<file path="config.mk">
export PLATFORM = sky130hd
export DESIGN_NAME = sirc_key_decoder
export DESIGN_NICKNAME = d
export VERILOG_FILES = /design/src/rtl/sirc_key_decoder.sv
export SDC_FILE = /design/constraint.sdc
export NUM_CORES = 1
export LEC_CHECK = 0
export CAP_MARGIN = 20
export CORE_ASPECT_RATIO = 1.75
export CORE_UTILIZATION = 45
export DETAILED_ROUTE_END_ITERATION = 12
export PLACE_DENSITY = 0.76
export SETUP_SLACK_MARGIN = 0.05
export SLEW_MARGIN = 20
export SYNTH_ARGS = -nofsm -noshare
export SYNTH_HDL_FRONTEND = slang
export SYNTH_SLANG_ARGS = --single-unit
</file>
<file path="constraint.sdc">
create_clock -name clk -period 6.2 [get_ports clk]
set_clock_uncertainty 0.1 [all_clocks]
set_input_delay 1.24 -clock clk [delete_from_list [all_inputs] [get_ports clk]]
set_output_delay 1.24 -clock clk [all_outputs]
set_load 0.02 [all_outputs]
</file>
<file path="src/rtl/sirc_key_decoder.sv">
// Turns received SIRC frames into clean key events: press/release pulses, a held level and a repeat count.
// Frames may be filtered by device address; a held key is dropped after REPEAT_TIMEOUT idle cycles.
module sirc_key_decoder #(
  parameter logic [4:0] ADDRESS        = 5'd1,
  parameter bit         ADDR_FILTER    = 1'b1,
  parameter int         CONFIRM_FRAMES = 1,
  parameter int         REPEAT_TIMEOUT = 3000000
) (
  input  logic        clk,
  input  logic        rst,
  input  logic [11:0] data,
  input  logic        data_rdy,
  output logic [6:0]  cmd,
  output logic [4:0]  addr,
  output logic        press,
  output logic        held,
  output logic        key_release,  // "release" is a reserved word
  output logic [7:0]  repeat_count
);

  localparam int             TW   = $clog2(REPEAT_TIMEOUT + 1);
  localparam logic [TW-1:0]  TMAX = TW'(REPEAT_TIMEOUT);
  localparam logic [3:0]     CONF = 4'(CONFIRM_FRAMES);

  typedef enum logic [1:0] {S_IDLE, S_PENDING, S_HELD} state_t;

  state_t        state;
  logic          data_rdy_q;
  logic [TW-1:0] timer;
  logic [3:0]    match_cnt;
  logic [11:0]   cand;

  logic frame_evt;
  logic accepted;

  assign frame_evt = data_rdy & ~data_rdy_q;
  assign accepted  = frame_evt & (!ADDR_FILTER || (data[11:7] == ADDRESS));

  always_ff @(posedge clk) begin
    if (rst) begin
      state        <= S_IDLE;
      data_rdy_q   <= 1'b1;  // a level already high at reset exit is not a new frame
      timer        <= '0;
      match_cnt    <= '0;
      cand         <= '0;
      cmd          <= '0;
      addr         <= '0;
      press        <= 1'b0;
      held         <= 1'b0;
      key_release  <= 1'b0;
      repeat_count <= '0;
    end else begin
      data_rdy_q  <= data_rdy;
      press       <= 1'b0;
      key_release <= 1'b0;

      // Rejected frames leave the timer running so a foreign remote cannot keep a key alive.
      if (accepted)
        timer <= '0;
      else if (timer != TMAX)
        timer <= timer + TW'(1);

      case (state)
        S_IDLE: begin
          if (accepted) begin
            cand      <= data;
            match_cnt <= 4'd1;
            state     <= S_PENDING;
          end
        end

        S_PENDING: begin
          if (match_cnt >= CONF) begin
            state        <= S_HELD;
            press        <= 1'b1;
            held         <= 1'b1;
            cmd          <= cand[6:0];
            addr         <= cand[11:7];
            repeat_count <= '0;
          end else if (accepted) begin
            if (data == cand) begin
              match_cnt <= match_cnt + 4'd1;
            end else begin
              cand      <= data;
              match_cnt <= 4'd1;
            end
          end else if (timer == TMAX) begin
            state <= S_IDLE;
          end
        end

        S_HELD: begin
          if (accepted && (data == {addr, cmd})) begin
            if (repeat_count != 8'hFF)
              repeat_count <= repeat_count + 8'd1;
          end else if (accepted) begin
            key_release <= 1'b1;
            held        <= 1'b0;
            cand        <= data;
            match_cnt   <= 4'd1;
            state       <= S_PENDING;
          end else if (timer == TMAX) begin
            key_release <= 1'b1;
            held        <= 1'b0;
            state       <= S_IDLE;
          end
        end

        default: state <= S_IDLE;
      endcase
    end
  end

endmodule
</file>
==> impl_metrics.csv, run 1 <==
group,metric,value,unit
status,status,"finished clean",
die,die_w,63.7,um
die,core_area,6490,um2
global_route,overflow,0,
drt,initialDrtViolationCount,82,
pwr,powerDensity,243,nW/um2
placed_design,gp_congestion,0.813,
sta,layout_worst_path_cycle_share,0.547,
critical_path,reg2reg_slack,3.75,ns
global_route,antenna_found_initial,0,
critical_path,ff2ff_path_depth,7,
die,dieArea,7000,um2
global_route,first_global_vias,2384,
clocking,worstSkewPairLatency,0.33,ns
pwr,peakVddDrop,209,uV
critical_path,crit_end,"cand[5]$_SDFFE_PP0P_",
sta,hold_violations,0,
critical_path,r2r-start,"match_cnt[1]$_SDFFE_PP0P_",
clocking,cts-root-buf,"clkbuf_16",
sta,slew_headroom,0.457,
pwr,p_int,707,uW
clocking,cts_max_path_buffers,2,
synthesis,syn_avg_cell_area,8.65,um2
synthesis,synth_ff_type,"dfxtp_1",
layout,post-route-util,0.568,
synthesis,ys_ff_latch,64,
critical_path,worstReg2RegEnd,"cand[10]$_SDFFE_PP0P_",
drt,drtAntennaViolNets,0,
critical_path,cp_data_required_time,6.31,ns
synthesis,ys_seq_area_frac,0.428,
drt,wl_per_cell,14.3,um
sta,tns,0,ns
drt,route.detailed.drc,0,
sta,drv_slew,0,
clocking,cts_made_buffers,9,
drt,drt_pass1_iterations,4,
pwr,power_frac_clock,0.494,
synthesis,synth_cells,346,
clocking,cts_sinks,64,
sta,fin_crit,3.39,ns
critical_path,cp_top_family,"simple AND/OR/NAND/NOR gates",
clocking,clkTransAtPathRegs,0.05,ns
sta,hold_ws,0.382,ns
critical_path,endpoint_kind,"flip-flop",
pwr,leakage,0.00137,uW
synthesis,synthesis.nets,367,
die,ios,38,
run,cap_viol_max_count,0,
layout,diodes,0,
clocking,htree_levels,3,
synthesis,async_flop_share,0,
layout,nNetsFinal,404,
placed_design,dp_hpwl,4.84,mm
sta,finalSetupViolCount,0,
critical_path,cp_slowest_stage_delay,0.62,ns
global_route,grt_max_degree,34,
synthesis,netlist_area,2990,um2
critical_path,cp-startpoint,"data[1]",
min_path,hold_class,"reg -> reg",
clocking,postCtsSetupBuffers,0,
critical_path,crit_buf_inv,1,
die,dieHeight,110,um
synthesis,synth.distinct_cells,48,
layout,syn_to_final_growth,23.1,%
synthesis,synth_edf_count,0,
drt,wirelength,6.70,mm
critical_path,path_class,"in -> reg",
drt,vias_per_cell,5.51,
sta,tightestPinTransition,0.815,ns
global_route,grt_pass1_wl,10.8,mm
drt,vias,2579,
pwr,swShare,0.212,
clocking,cts_tree,"built",
synthesis,yosys_warnings,0,
die,initial_core_util,0.461,
critical_path,cpMaxStageDelayCell,"o2111ai_2",
die,rows,39,
pwr,comb_power_share,0.041,
clocking,post_cts_resized,0,
critical_path,cp-start-kind,"primary input",
sta,grt_setup_unrepaired,"no",
pwr,p_switching,190,uW
critical_path,crit_fanout,10,
critical_path,arrival,3.50,ns
clocking,cts_hold_buf,0,
layout,layout-drive-gt1-share,0.0596,
sta,clock.fmax,0.295,GHz
global_route,gr-usage-all-layers,0.205,
placed_design,portBuffers,37,
critical_path,cp.depth,7,
critical_path,crit_path_cell_trace,"clkdlybuf4s50_1, xor2_1, nor4_1, nand3_1, o2111ai_2, mux2i_1, nor2_1",
pwr,seq_power_share,0.465,
==> registers in the layout (all words and copies together), names as in the netlist, 2 cells and up <==
register	count
repeat_count	8
state	2
timer	22
cmd	7
cand	12
addr	5
match_cnt	4
==> through the flow <==
step	power, uW	cell area (um2)	worst slack (ns)	cells
global placement	461	3420	2.19	454
floorplan	444	2990	3.48	346
finish	897	3680	2.81	468
detailed placement	461	3420	2.15	454
CTS	905	3680	2.49	468
global route	926	3680	2.61	468
==> cells in the mapped netlist, drive strengths merged, types with 3 or more instances <==
cell	number	share of area
a211oi	3	0.0075
a21oi	20	0.035
a31oi	5	0.010
and2	7	0.015
and3	5	0.012
buf	4	0.0092
clkbuf	8	0.010
dfxtp	64	0.43
ha	6	0.025
inv	11	0.014
mux2i	8	0.027
nand2	44	0.055
nand2b	3	0.0063
nand3	7	0.012
nand4	6	0.013
nor2	41	0.051
nor3	8	0.013
nor4	11	0.023
o21ai	12	0.023
or3	5	0.010
xnor2	8	0.023
xor2	34	0.099
==> routing by layer <==
| metal | track usage | vias up | wire length (um) |
|---|---|---|---|
| met2 | 0.394 | 57 | 3720 |
| met3 | 0.0488 | 15 | 218 |
| met1 | 0.197 | 1236 | 2600 |
| li1 | - | 1271 | - |
| met4 | 0.107 | 0 | 163 |
| met5 | 0 | - | 0 |
==> worst min-delay path by stage <==
| stage | start | cells after the start | slack (ns) | end |
|---|---|---|---|---|
| floorplan | match_cnt[3]$_SDFFE_PP0P_ | 2 | 0.34 | match_cnt[3]$_SDFFE_PP0P_ |
| global placement | match_cnt[3]$_SDFFE_PP0P_ | 2 | 0.36 | match_cnt[3]$_SDFFE_PP0P_ |
| detailed placement | cand[0]$_SDFFE_PP0P_ | 2 | 0.37 | cmd[0]$_SDFFE_PP0P_ |
| CTS | cand[7]$_SDFFE_PP0P_ | 2 | 0.38 | cand[7]$_SDFFE_PP0P_ |
| global route | cand[0]$_SDFFE_PP0P_ | 2 | 0.41 | cmd[0]$_SDFFE_PP0P_ |
| finish | cand[7]$_SDFFE_PP0P_ | 2 | 0.38 | cand[7]$_SDFFE_PP0P_ |
==> power groups by stage <==
| stage | clock network (uW) | logic (uW) | registers (uW) |
|---|---|---|---|
| finish | 443 | 36.9 | 417 |
| detailed placement | 0 | 36.3 | 425 |
| global placement | 0 | 35.7 | 425 |
| CTS | 452 | 36.9 | 417 |
| floorplan | 0 | 19.2 | 424 |
| global route | 470 | 39.9 | 417 |
==> logic make-up (layout without fill, tap and decap cells) <==
logic type	after synthesis	in the layout	synth area share
simple gates	151	151	0.252
flops	64	64	0.428
compound gates	52	52	0.112
xor+xnor	42	42	0.123
buf+inv	23	63	0.0334
mux	8	8	0.0267
fa+ha+maj	6	6	0.0251
==> placed cells by master, fill, tap and decap left out, types with 2 or more instances in the layout <==
cell type / Yosys / layout
a211oi_1: 3 / 3
a21o_1: 2 / 2
a21oi_1: 19 / 19
a22o_1: 2 / 2
a31oi_1: 5 / 5
a41oi_1: 2 / 2
and2_1: 7 / 7
and3_1: 4 / 4
and4_1: 2 / 2
clkbuf_16: 0 / 9
clkdlybuf4s50_1: 0 / 37
clkinvlp_4: 0 / 2
dfxtp_1: 64 / 64
ha_1: 6 / 6
inv_1: 11 / 11
mux2i_1: 8 / 8
nand2_1: 44 / 44
nand2b_1: 3 / 3
nand3_1: 7 / 7
nand4_1: 6 / 6
nand4b_1: 2 / 2
nor2_1: 41 / 41
nor3_1: 8 / 8
nor3b_1: 2 / 2
nor4_1: 11 / 11
o21ai_0: 9 / 9
o21ai_2: 2 / 2
o41ai_1: 2 / 2
or3_1: 5 / 5
or4_1: 2 / 2
xnor2_1: 8 / 8
xor2_1: 34 / 34
==> area by class of cell <==
type                    count  area, um2
inverters                  11       41.3
clock buffers              11        243
well taps                  82        103
multi-input cells         259       1620
flip-flops and latches     64       1280
fillers                   588       2810
repair buffers             38        378
clock inverters             3       20.0
==> worst reg2reg max path, cell delays in order (launching register included) <==
cell	delay [ns]
dfxtp_1	0.38
inv_1	0.08
ha_1	0.19
or4b_4	0.51
o21ai_2	0.18
o2111ai_2	0.40
and2b_1	0.35
and2_1	0.16
Power figures use the tool's default switching activity.
==> run 2, diff against run 1 <==
==> constraint.sdc (replaced) <==
create_clock -name clk -period 3.2 [get_ports clk]
set_clock_uncertainty 0.1 [all_clocks]
set_input_delay 0.64 -clock clk [delete_from_list [all_inputs] [get_ports clk]]
set_output_delay 0.64 -clock clk [all_outputs]
set_load 0.02 [all_outputs]
==> run 2 against run 1 <==
Critical path depth is the same. Final area grew 1.5%. Cell count grew 0.64%. Clock-buffer cell count grew 2. Critical endpoint is now repeat_count[6]$_SDFFE_PP0P_. Largest cell class unchanged. Highest routed layer unchanged.
==> impl_metrics.csv, run 2 (synthesis gave the netlist of run 1 again) <==
group,metric,value,unit
status,status,"finished clean",
placed_design,dp_slack,0.216,ns
clocking,cts_max_path_buffers,2,
global_route,overflow,0,
sta,fin_crit,2.69,ns
drt,drtAntennaViolNets,0,
placed_design,portBuffers,37,
clocking,post_cts_resized,0,
sta,layout_worst_path_cycle_share,0.841,
clocking,htree_levels,3,
sta,drv_slew,0,
run,cap_viol_max_count,0,
critical_path,cp_data_required_time,3.30,ns
drt,drt_pass1_iterations,4,
clocking,clkTransAtPathRegs,0.05,ns
global_route,gr-usage-all-layers,0.220,
global_route,grt_max_degree,27,
drt,wl_per_cell,15.2,um
layout,nNetsFinal,406,
global_route,antenna_found_initial,0,
drt,route.detailed.drc,0,
critical_path,path_class,"in -> reg",
pwr,leakage,0.00141,uW
clocking,cts_hold_buf,0,
layout,syn_to_final_growth,24.9,%
layout,fill_cells,578,
critical_path,arrival,2.79,ns
die,dieHeight,110,um
pwr,peakVddDrop,400,uV
drt,wirelength,7.16,mm
critical_path,crit_fanout,5,
die,rows,39,
placed_design,dp_hpwl,5.17,mm
die,dieArea,7000,um2
drt,initialDrtViolationCount,111,
clocking,worstSkewPairLatency,0.33,ns
min_path,hold_class,"reg -> reg",
sta,hold_violations,0,
layout,largest_register,"timer",
sta,tightestPinTransition,0.666,ns
layout,top_regs,"timer (22), cand (12), repeat_count (8)",
sta,setup_ws,0.509,ns
layout,layout-drive-gt1-share,0.0643,
critical_path,cp-start-kind,"primary input",
sta,grt_setup_unrepaired,"no",
clocking,postCtsSetupBuffers,0,
critical_path,endpoint_kind,"flip-flop",
sta,finalSetupViolCount,0,
global_route,grt_pass1_wl,11.7,mm
clocking,cts_sinks,64,
layout,largest_register_ffs,22,
drt,vias_per_cell,5.52,
layout,layout_common_cells,"dfxtp_1 (64), nand2_1 (44), nor2_1 (41), clkdlybuf4s50_1 (37), xor2_1 (34)",
sta,slew_headroom,0.555,
placed_design,gp_congestion,0.841,
clocking,cts-root-buf,"clkbuf_16",
die,core_area,6490,um2
sta,clock.fmax,0.372,GHz
sta,tns,0,ns
die,initial_core_util,0.461,
clocking,cts_tree,"built",
layout,diodes,0,
clocking,cts_made_buffers,9,
pwr,powerDensity,501,nW/um2
die,ios,38,
drt,vias,2601,
layout,final_common_cell,"dfxtp_1",
die,die_w,63.7,um
global_route,first_global_vias,2622,
==> run 2: cell count changes in the layout (fill, tap and decap cells not counted), sizes merged <==
cell      previous run  this run
clkbuf              11        13
clkinv               1         0
buf                  1         3
bufinv               0         1
clkinvlp             2         1
==> run 2: through the flow <==
stage | hold WS, ns | power (uW) | std cells | util | cell area (um2)
after floorplan | 0.342 | 859 | 346 | - | 2990
after global placement | 0.361 | 893 | 456 | 0.529 | 3430
after detailed placement | 0.369 | 895 | 456 | 0.529 | 3430
after CTS | 0.385 | 1890 | 471 | 0.576 | 3740
after global routing | 0.411 | 1920 | 471 | 0.576 | 3740
final | 0.384 | 1870 | 471 | 0.576 | 3740
==> run 2: final timing paths <==
| kind | start | to | slack (ns) | cells after the start |
|---|---|---|---|---|
| hold / removal | match_cnt[3]$_SDFFE_PP0P_ | match_cnt[3]$_SDFFE_PP0P_ | 0.38 | 2 |
| hold reg to reg | match_cnt[3]$_SDFFE_PP0P_ | match_cnt[3]$_SDFFE_PP0P_ | 0.38 | 2 |
| setup / recovery | data[11] | repeat_count[6]$_SDFFE_PP0P_ | 0.51 | 7 |
| setup reg to reg | timer[0]$_SDFFE_PP0N_ | timer[20]$_SDFFE_PP0N_ | 0.96 | 7 |
==> run 2: cell type report <==
type	instances	area, um2	area share
repair buffers	40	393	0.105
well taps	82	103	0.0274
clock inverters	2	37.5	0.0100
flip-flops and latches	64	1280	0.343
inverters	11	41.3	0.0110
multi-input cells	259	1610	0.431
clock buffers	13	270	0.0723
==> run 2: critical path, cell delays in order <==
cell,delay (ns)
clkdlybuf4s50_1,0.49
nor4b_1,0.58
and4bb_2,0.32
and4_1,0.34
a31oi_1,0.13
o21ai_0,0.19
o41ai_1,0.10
==> run 2: report_power, final <==
part | switching, uW | internal [uW] | total [uW]
Sequential | 5.38 | 802 | 808
Clock | 333 | 662 | 995
Combinational | 38.3 | 34.1 | 72.4
==> run 2: per-layer routing <==
layer | up-vias | part of all wire | global-route usage
met5 | - | 0 | 0
met4 | 0 | 0.039 | 0.141
met3 | 20 | 0.041 | 0.0436
met2 | 78 | 0.54 | 0.420
met1 | 1231 | 0.38 | 0.209
li1 | 1272 | - | -
